$ cat config.mk
export PLATFORM = sky130hd
export DESIGN_NAME = uart_tx_arbiter_flat
export DESIGN_NICKNAME = d
export VERILOG_FILES = /design/src/rtl/uart_tx_arbiter_if.sv /design/src/rtl/uart_tx_arbiter.sv /design/src/flat_wrapper.sv
export SDC_FILE = /design/constraint.sdc
export NUM_CORES = 1
export LEC_CHECK = 0
export CORE_AREA = 2 2 53 55
export DETAILED_ROUTE_END_ITERATION = 10
export DIE_AREA = 0 0 55 57
export PLACE_DENSITY = 0.8
export SYNTH_ARGS = -nofsm -noshare
export SYNTH_HDL_FRONTEND = slang
export SYNTH_SLANG_ARGS = --single-unit
$ cat constraint.sdc
create_clock -name clk -period 1.9 [get_ports clk]
set_clock_uncertainty 0.2 [all_clocks]
set_input_delay 0.38 -clock clk [delete_from_list [all_inputs] [get_ports clk]]
set_output_delay 0.38 -clock clk [all_outputs]
set_load 0.02 [all_outputs]
$ cat src/rtl/uart_tx_arbiter_if.sv
// uart_tx_arbiter_if: handshake bundle between the packet sources, the arbiter and the UART TX
//   req_data  [8*NUM_REQ] : payload byte of requester i in [8i+7:8i]
//   req_valid [NUM_REQ]   : per-requester byte valid
//   req_last  [NUM_REQ]   : per-requester final-payload-byte marker
//   req_ready [NUM_REQ]   : per-requester byte accepted
//   tx_data/tx_valid      : byte stream towards the UART TX
//   tx_ready              : UART TX can take a byte
//   busy/grant_id         : frame in progress, current or last granted requester
//   master modport = arbiter side, slave modport = sources/UART side
interface uart_tx_arbiter_if #(parameter int NUM_REQ = 4);
    logic [8*NUM_REQ-1:0] req_data;
    logic [NUM_REQ-1:0]   req_valid;
    logic [NUM_REQ-1:0]   req_last;
    logic [NUM_REQ-1:0]   req_ready;
    logic [7:0]           tx_data;
    logic                 tx_valid;
    logic                 tx_ready;
    logic                 busy;
    logic [3:0]           grant_id;
    modport master (
        input  req_data, req_valid, req_last, tx_ready,
        output req_ready, tx_data, tx_valid, busy, grant_id
    );
    modport slave (
        output req_data, req_valid, req_last, tx_ready,
        input  req_ready, tx_data, tx_valid, busy, grant_id
    );
endinterface

$ cat src/rtl/uart_tx_arbiter.sv
// uart_tx_arbiter: round-robin sharing of one UART TX byte stream among NUM_REQ packet sources
//   clk   : system clock
//   reset : asynchronous, active-low reset
//   bus   : uart_tx_arbiter_if.master (requester streams in, framed byte stream out, busy, grant_id)
// Each granted packet is sent as SOF, {4'h0,id}, payload, [checksum], EOF.
// Define UART_ARB_CHECKSUM_EN to add the two's-complement checksum byte before EOF.
module uart_tx_arbiter #(
    parameter int         NUM_REQ  = 4,
    parameter logic [7:0] SOF_BYTE = 8'hA5,
    parameter logic [7:0] EOF_BYTE = 8'h5A
) (
    input logic               clk,
    input logic               reset,
    uart_tx_arbiter_if.master bus
);
    typedef enum logic [2:0] {
        IDLE,
        SOF,
        HDR,
        PAY,
`ifdef UART_ARB_CHECKSUM_EN
        CHK,
`endif
        EOF
    } state_t;

    state_t     r_state;
    logic [3:0] r_rr_ptr;
    logic [3:0] r_grant;
`ifdef UART_ARB_CHECKSUM_EN
    logic [7:0] r_csum;
`endif
    logic       w_found;
    logic [3:0] w_pick;
    logic [7:0] w_pay_data;
    logic       w_pay_vld;
    logic       w_pay_last;
    logic       w_fire;

    // First pass looks strictly above the pointer; if nothing is found the lowest
    // valid index overall is the wrapped-around winner.
    always_comb begin
        w_found = 1'b0;
        w_pick  = '0;
        for (int k = 0; k < NUM_REQ; k++) begin
            if (!w_found && bus.req_valid[k] && 4'(k) > r_rr_ptr) begin
                w_found = 1'b1;
                w_pick  = 4'(k);
            end
        end
        for (int k = 0; k < NUM_REQ; k++) begin
            if (!w_found && bus.req_valid[k]) begin
                w_found = 1'b1;
                w_pick  = 4'(k);
            end
        end
    end

    always_comb begin
        w_pay_data = '0;
        w_pay_vld  = 1'b0;
        w_pay_last = 1'b0;
        for (int k = 0; k < NUM_REQ; k++) begin
            if (r_grant == 4'(k)) begin
                w_pay_data = bus.req_data[8*k +: 8];
                w_pay_vld  = bus.req_valid[k];
                w_pay_last = bus.req_last[k];
            end
        end
    end

    // Only tx_ready feeds req_ready combinationally; tx_valid never depends on tx_ready.
    always_comb begin
        for (int k = 0; k < NUM_REQ; k++)
            bus.req_ready[k] = (r_state == PAY) && (r_grant == 4'(k)) && bus.tx_ready;
    end

    always_comb begin
        case (r_state)
            SOF:     bus.tx_data = SOF_BYTE;
            HDR:     bus.tx_data = {4'h0, r_grant};
            PAY:     bus.tx_data = w_pay_data;
`ifdef UART_ARB_CHECKSUM_EN
            CHK:     bus.tx_data = ~r_csum + 8'd1;
`endif
            EOF:     bus.tx_data = EOF_BYTE;
            default: bus.tx_data = '0;
        endcase
    end

    assign bus.tx_valid = (r_state == PAY) ? w_pay_vld : (r_state != IDLE);
    assign w_fire       = bus.tx_valid && bus.tx_ready;
    assign bus.busy     = (r_state != IDLE);
    assign bus.grant_id = r_grant;

    always_ff @(posedge clk or negedge reset) begin
        if (!reset) begin
            r_state  <= IDLE;
            r_rr_ptr <= 4'(NUM_REQ - 1);
            r_grant  <= '0;
`ifdef UART_ARB_CHECKSUM_EN
            r_csum   <= '0;
`endif
        end else begin
            case (r_state)
                IDLE: if (w_found) begin
                    r_grant  <= w_pick;
                    r_rr_ptr <= w_pick;
                    r_state  <= SOF;
                end
                SOF: if (w_fire) r_state <= HDR;
                HDR: if (w_fire) begin
`ifdef UART_ARB_CHECKSUM_EN
                    r_csum  <= {4'h0, r_grant};
`endif
                    r_state <= PAY;
                end
                PAY: if (w_fire) begin
`ifdef UART_ARB_CHECKSUM_EN
                    r_csum <= r_csum + w_pay_data;
                    if (w_pay_last) r_state <= CHK;
`else
                    if (w_pay_last) r_state <= EOF;
`endif
                end
`ifdef UART_ARB_CHECKSUM_EN
                CHK: if (w_fire) r_state <= EOF;
`endif
                EOF: if (w_fire) r_state <= IDLE;
                default: r_state <= IDLE;
            endcase
        end
    end
endmodule

$ cat src/flat_wrapper.sv
// flat-port wrapper written by rule: the top's interface ports become plain ports
module uart_tx_arbiter_flat 
#(
    parameter int         NUM_REQ  = 4,
    parameter logic [7:0] SOF_BYTE = 8'hA5,
    parameter logic [7:0] EOF_BYTE = 8'h5A
)
  (clk, reset, bus_req_data, bus_req_valid, bus_req_last, bus_tx_ready, bus_req_ready, bus_tx_data, bus_tx_valid, bus_busy, bus_grant_id);
  uart_tx_arbiter_if #(.NUM_REQ(NUM_REQ)) bus_i ();
  input logic clk;
  input logic reset;
  input wire logic [$bits(bus_i.req_data)-1:0] bus_req_data;
  input wire logic [$bits(bus_i.req_valid)-1:0] bus_req_valid;
  input wire logic [$bits(bus_i.req_last)-1:0] bus_req_last;
  input wire logic [$bits(bus_i.tx_ready)-1:0] bus_tx_ready;
  output wire logic [$bits(bus_i.req_ready)-1:0] bus_req_ready;
  output wire logic [$bits(bus_i.tx_data)-1:0] bus_tx_data;
  output wire logic [$bits(bus_i.tx_valid)-1:0] bus_tx_valid;
  output wire logic [$bits(bus_i.busy)-1:0] bus_busy;
  output wire logic [$bits(bus_i.grant_id)-1:0] bus_grant_id;
  assign bus_i.req_data = bus_req_data;
  assign bus_i.req_valid = bus_req_valid;
  assign bus_i.req_last = bus_req_last;
  assign bus_i.tx_ready = bus_tx_ready;
  assign bus_req_ready = bus_i.req_ready;
  assign bus_tx_data = bus_i.tx_data;
  assign bus_tx_valid = bus_i.tx_valid;
  assign bus_busy = bus_i.busy;
  assign bus_grant_id = bus_i.grant_id;
  uart_tx_arbiter #(.NUM_REQ(NUM_REQ), .SOF_BYTE(SOF_BYTE), .EOF_BYTE(EOF_BYTE)) u_core (.clk(clk), .reset(reset), .bus(bus_i));
endmodule
**After elaboration in Yosys (flattened, before gate mapping)**

Cells that the tools add are included.

- Bits in registers: 11
- Bits in latches: 0
- RAM bits: 0
- Memory bits (read-only): 0
- Output and inout bits: 18
- Logic and storage cells: 88
- Memories kept: 0

- Add/subtract/negate cells: 0
- Multiply operators: 0
- Divide/modulo/power cells: 0
- Order comparisons: 4
- Equality and inequality tests: 13
- Shift operators: 0
- Multiplexer cells: 36
- Bitwise logic cells: 0
- Reductions and logical operators: 32

Operators with widths:

| cell | count |
|---|---|
| $mux 8 | 4 |
| $pmux 8 s4 | 1 |
| $logic_and 1x1->1 | 20 |
| $mux 1 | 18 |
| $mux 3 | 6 |
| $pmux 3 s5 | 1 |
| $mux 2 | 6 |
| $ne 2x1->1 const B | 6 |
| $eq 4x2->1 const B | 2 |
| $gt 1x4->1 const A | 2 |
| $gt 2x4->1 const A | 2 |
| $logic_not 1->1 | 7 |
| $eq 3x2->1 const B | 2 |
| $reduce_and 6->1 | 1 |
| $eq 4x1->1 const B | 1 |
| $logic_not 4->1 | 1 |
| $eq 3x1->1 const B | 1 |
| $eq 3x3->1 const B | 1 |
| $logic_not 3->1 | 1 |
| $reduce_bool 3->1 | 1 |
| $reduce_and 2->1 | 1 |

**Longest topological paths before layout**

- Word-level depth: 29
- Mapped depth: 6

**Worst setup path after synthesis**

Ideal clock, no wire load.

- Kind: register -> output
- Start point: reg u_core.r_grant[1] (netlist: u_core.bus.grant_id[1])
- End point: out bus_req_ready[2]
- Arrival: 1477 ps
- Data required time: 1320 ps
- Path slack: -157 ps
- Cell stages (with the launch flop): 4
- Cell sequence: dfrtp_1 buf_2 buf_2 nor3b_1

- Cells in the longest elaborated chain, start to end: 3

Ends and longest elaborated chain:

| item | RTL line | RTL |
|---|---|---|
| start: declaration | uart_tx_arbiter.sv:29 | `logic [3:0] r_grant;` |
| start signal: assignment | uart_tx_arbiter.sv:107 | `r_grant <= w_pick;` |
| $eq 4x2->1 | uart_tx_arbiter.sv:75 | `bus.req_ready[k] = (r_state == PAY) && (r_grant == 4'(k)) && bus.tx_ready;` |
| $logic_and 1x1->1 (2 in a row) | uart_tx_arbiter.sv:75 |  |
| end: declaration | flat_wrapper.sv:16 | `output wire logic [$bits(bus_i.req_ready)-1:0] bus_req_ready;` |

Every way passes these cells.

**Final worst setup path**

- Start point: reg u_core.r_grant[0] (netlist: u_core.bus.grant_id[0])
- End point: out bus_tx_data[4]

- Cells in the longest elaborated chain, start to end: 6

Ends and longest elaborated chain:

| item | RTL line | RTL |
|---|---|---|
| $logic_not 4->1 | uart_tx_arbiter.sv:64 | `if (r_grant == 4'(k)) begin` |
| $mux 8 (3 in a row) | uart_tx_arbiter.sv:64 |  |
| $mux 8 * | uart_tx_arbiter.sv:64 |  |
| $pmux 8 s4 * | uart_tx_arbiter.sv:79 | `case (r_state)` |
| end: declaration | flat_wrapper.sv:17 | `output wire logic [$bits(bus_i.tx_data)-1:0] bus_tx_data;` |

Every way passes the cells marked *; elsewhere a longest branch is shown, timed or not.

==> impl_metrics.toml <==
[synthesis]
synth_area_um2 = 870.8
synthTopCellsByCount = "nand2_1, a21oi_1, nor2_1"
synthArstFlopShare_pct = 100.0
ys.flop_type = "dfrtp_1"
yosys-top-cells-area = "mux4_1, dfrtp_1, dfstp_2"
synth_top_area_share_pct = 18.10
yosysMostFrequentCell = "nand2_1"
ys_ff_latch = 7
yosysWarnings = 0
yosysSeqAreaShare_pct = 20.40
synth-edff-count = 0
syn-instance-count = 98
synth_top_cell_by_area = "mux4_1"
syn_area_per_cell_um2 = 8.886
ys_types = 34

[route]
drt_first_iter_violations = 35
routed_wl_mm = 3.410
vias_per_cell = 5.379
vias = 1151
wl_per_cell_um = 15.93
drc = 0
drtAntennaViolNets = 0
drt-pass1-iter-count = 4

[sta]
period_minus_slack_ps = 2189
finalSetupViolCount = 14
hold_slack_ps = 179.0
timing.final.max_slew_violations = 0
max_freq_mhz = 456.9
min_period_over_period_pct = 115.2
fin_setup_tns_ps = -2628
finalHoldViolations = 0
fin_ws_ps = -288.6
rsz0062_at_grt = "yes"

[floorplanning]
rows = 19
io-pin-count = 61
placeableCoreArea_um2 = 2615
die_h_um = 57
initial_utilization_pct = 33.30
die_w_um = 55
die_area_um2 = 3135

[clock_tree]
cts_tree = "done"
clockRootBuffer = "clkbuf_4"
holdBufCountCts = 0
path_clk_slew_ps = 50
h-tree-depth = 1
clk-insertion-delay-late_ps = 260
cts_buffers = 3
cts_num_sinks = 7
ctsLongestPathBuffers = 2

[finish]
syn_to_final_growth_pct = 112.1
final_nets = 227
instances_no_fill = 214
diodes = 0
layout-drive-gt1-share_pct = 45.90
fillers = 219

[critical_path]
worst-path-max-fanout = 5
crit_type = "register to output port"
start_kind = "register"
cp.arrival_ps = 1610
cp.required_ps = 1320
critPathCaptureType = "output port"

[pwr]
total_leakage_power_nw = 0.8350
p_int_mw = 1.656
switching_share_pct = 41.62
power.total_mw = 2.836
peakVddDrop_mv = 1.063
power_frac_comb_pct = 83.9
power.switching_mw = 1.181
p_per_area_nw_per_um2 = 1536
pwr-share-clk_pct = 4.8
seqPwrFrac_pct = 11.3

[global_routing]
grt_pass1_wl_mm = 5.257
grt_pass1_vias = 1210
use_met2_pct = 38.61
grt_max_degree = 13
grt_use_total_pct = 22.40
globalRouteMet3Util_pct = 4.450
grt-ovfl-total = 0
busiest_layer = "met2"
gr-usage-met1_pct = 27.90
antenna_found_initial = 0

[min_path]
hp-class = "primary input to async pin"

[placed_design]
dp_cells = 199
place_hpwl_mm = 2.215
portBuffers = 58
gp_congestion = 0.7221

[run_status]
run_status = "finished, violations left"
violations = "negative setup slack"

[job]
drv_cap = 0
metal layers:
layer	wire (µm)	vias up
met3	291	9
met2	1833	58
met1	1234	550
li1	-	534
met5	0	-
met4	51	0
flip-flops by register name, indices dropped and copies added (netlist names):
name / flops
u_core.r_rr_ptr: 2
u_core.r_state: 3
u_core.bus.grant_id: 2
kinds of logic after synthesis:
kind of cell	Yosys count	synth area share, %
simple gates	39	23.71
compound gates	22	16.24
buf+inv	15	8.764
mux	14	30.46
flops	7	20.40
other cells	1	0.4306
final cells by class:
cell class | count | area (µm²) | area share [%]
inverters | 7 | 26.28 | 1.423
flip-flops and latches | 7 | 180.2 | 9.756
well taps | 31 | 38.79 | 2.100
clock buffers | 4 | 26.28 | 1.423
repair buffers | 88 | 902.1 | 48.85
multi-input cells | 77 | 673.1 | 36.45
power groups by stage:
stage                     clock network, mW  logic (mW)  registers (mW)
after floorplan                           0       0.996           0.310
final                                 0.135        2.38           0.322
after global routing                  0.153        2.53           0.331
after detailed placement                  0        1.73           0.328
after CTS                             0.137        2.19           0.313
after global placement                    0        1.69           0.319
path summary, 6_finish.rpt:
kind / start / cells past startpoint / to / slack [ps]
max reg2reg: u_core.bus.grant_id[0] / 5 / u_core.r_state[1] / 130
max in group asynchronous: reset / 1 / u_core.r_rr_ptr[0] / 1030
min reg2reg: u_core.r_rr_ptr[1] / 2 / u_core.r_rr_ptr[1] / 330
max: u_core.bus.grant_id[0] / 5 / bus_tx_data[4] / -290
min: reset / 1 / u_core.r_state[0] / 180
min in group clk: u_core.r_rr_ptr[1] / 2 / u_core.r_rr_ptr[1] / 330
worst max-delay path: stages, from the launching register on:
cell and delay, ps:
dfrtp_2 420, buf_6 150, mux4_2 510, nand2_2 80
nand2_2 50, buf_6 130
placed cells by master (no fill, tap or decap), drive strengths merged, types with 2 or more instances in the layout:
cell           Yosys  final
buf                7     44
clkdlybuf4s50      0     38
nand2             11     11
mux4               8      8
nor2               8      8
a21oi              8      8
inv                7      7
nand2b             5      5
dfrtp              5      5
mux2i              4      4
dlygate4sd2        0      4
clkbuf             1      4
o21a               3      3
nor3               3      3
nor3b              3      3
nor2b              3      3
mux2               2      2
o21ai              2      2
nand3              2      2
a31oi              2      2
conb               1      2
bufbuf             0      2
dfstp              2      2
o22ai              2      2
per-stage QoR:
step | setup WS, ps | instance area (µm²) | utilization (%)
finish | -288.6 | 1847 | 70.62
global route | -340.4 | 1847 | 70.62
CTS | -279.9 | 1778 | 67.99
detailed placement | -705.4 | 1608 | 61.48
global placement | -691.9 | 1608 | 61.48
floorplan | -132.3 | 885.9 | -
timing repair:
item | CTS | global route
setup buffers | 9 | 2
gates resized for setup | 111 | 24
pin swaps | 8 | 11
endpoints found under the hold margin | 0 | 0
cloned | 2 | 0
endpoints found under the setup margin | 16 | 14
Note: power is estimated with default switching activity, not from simulation.
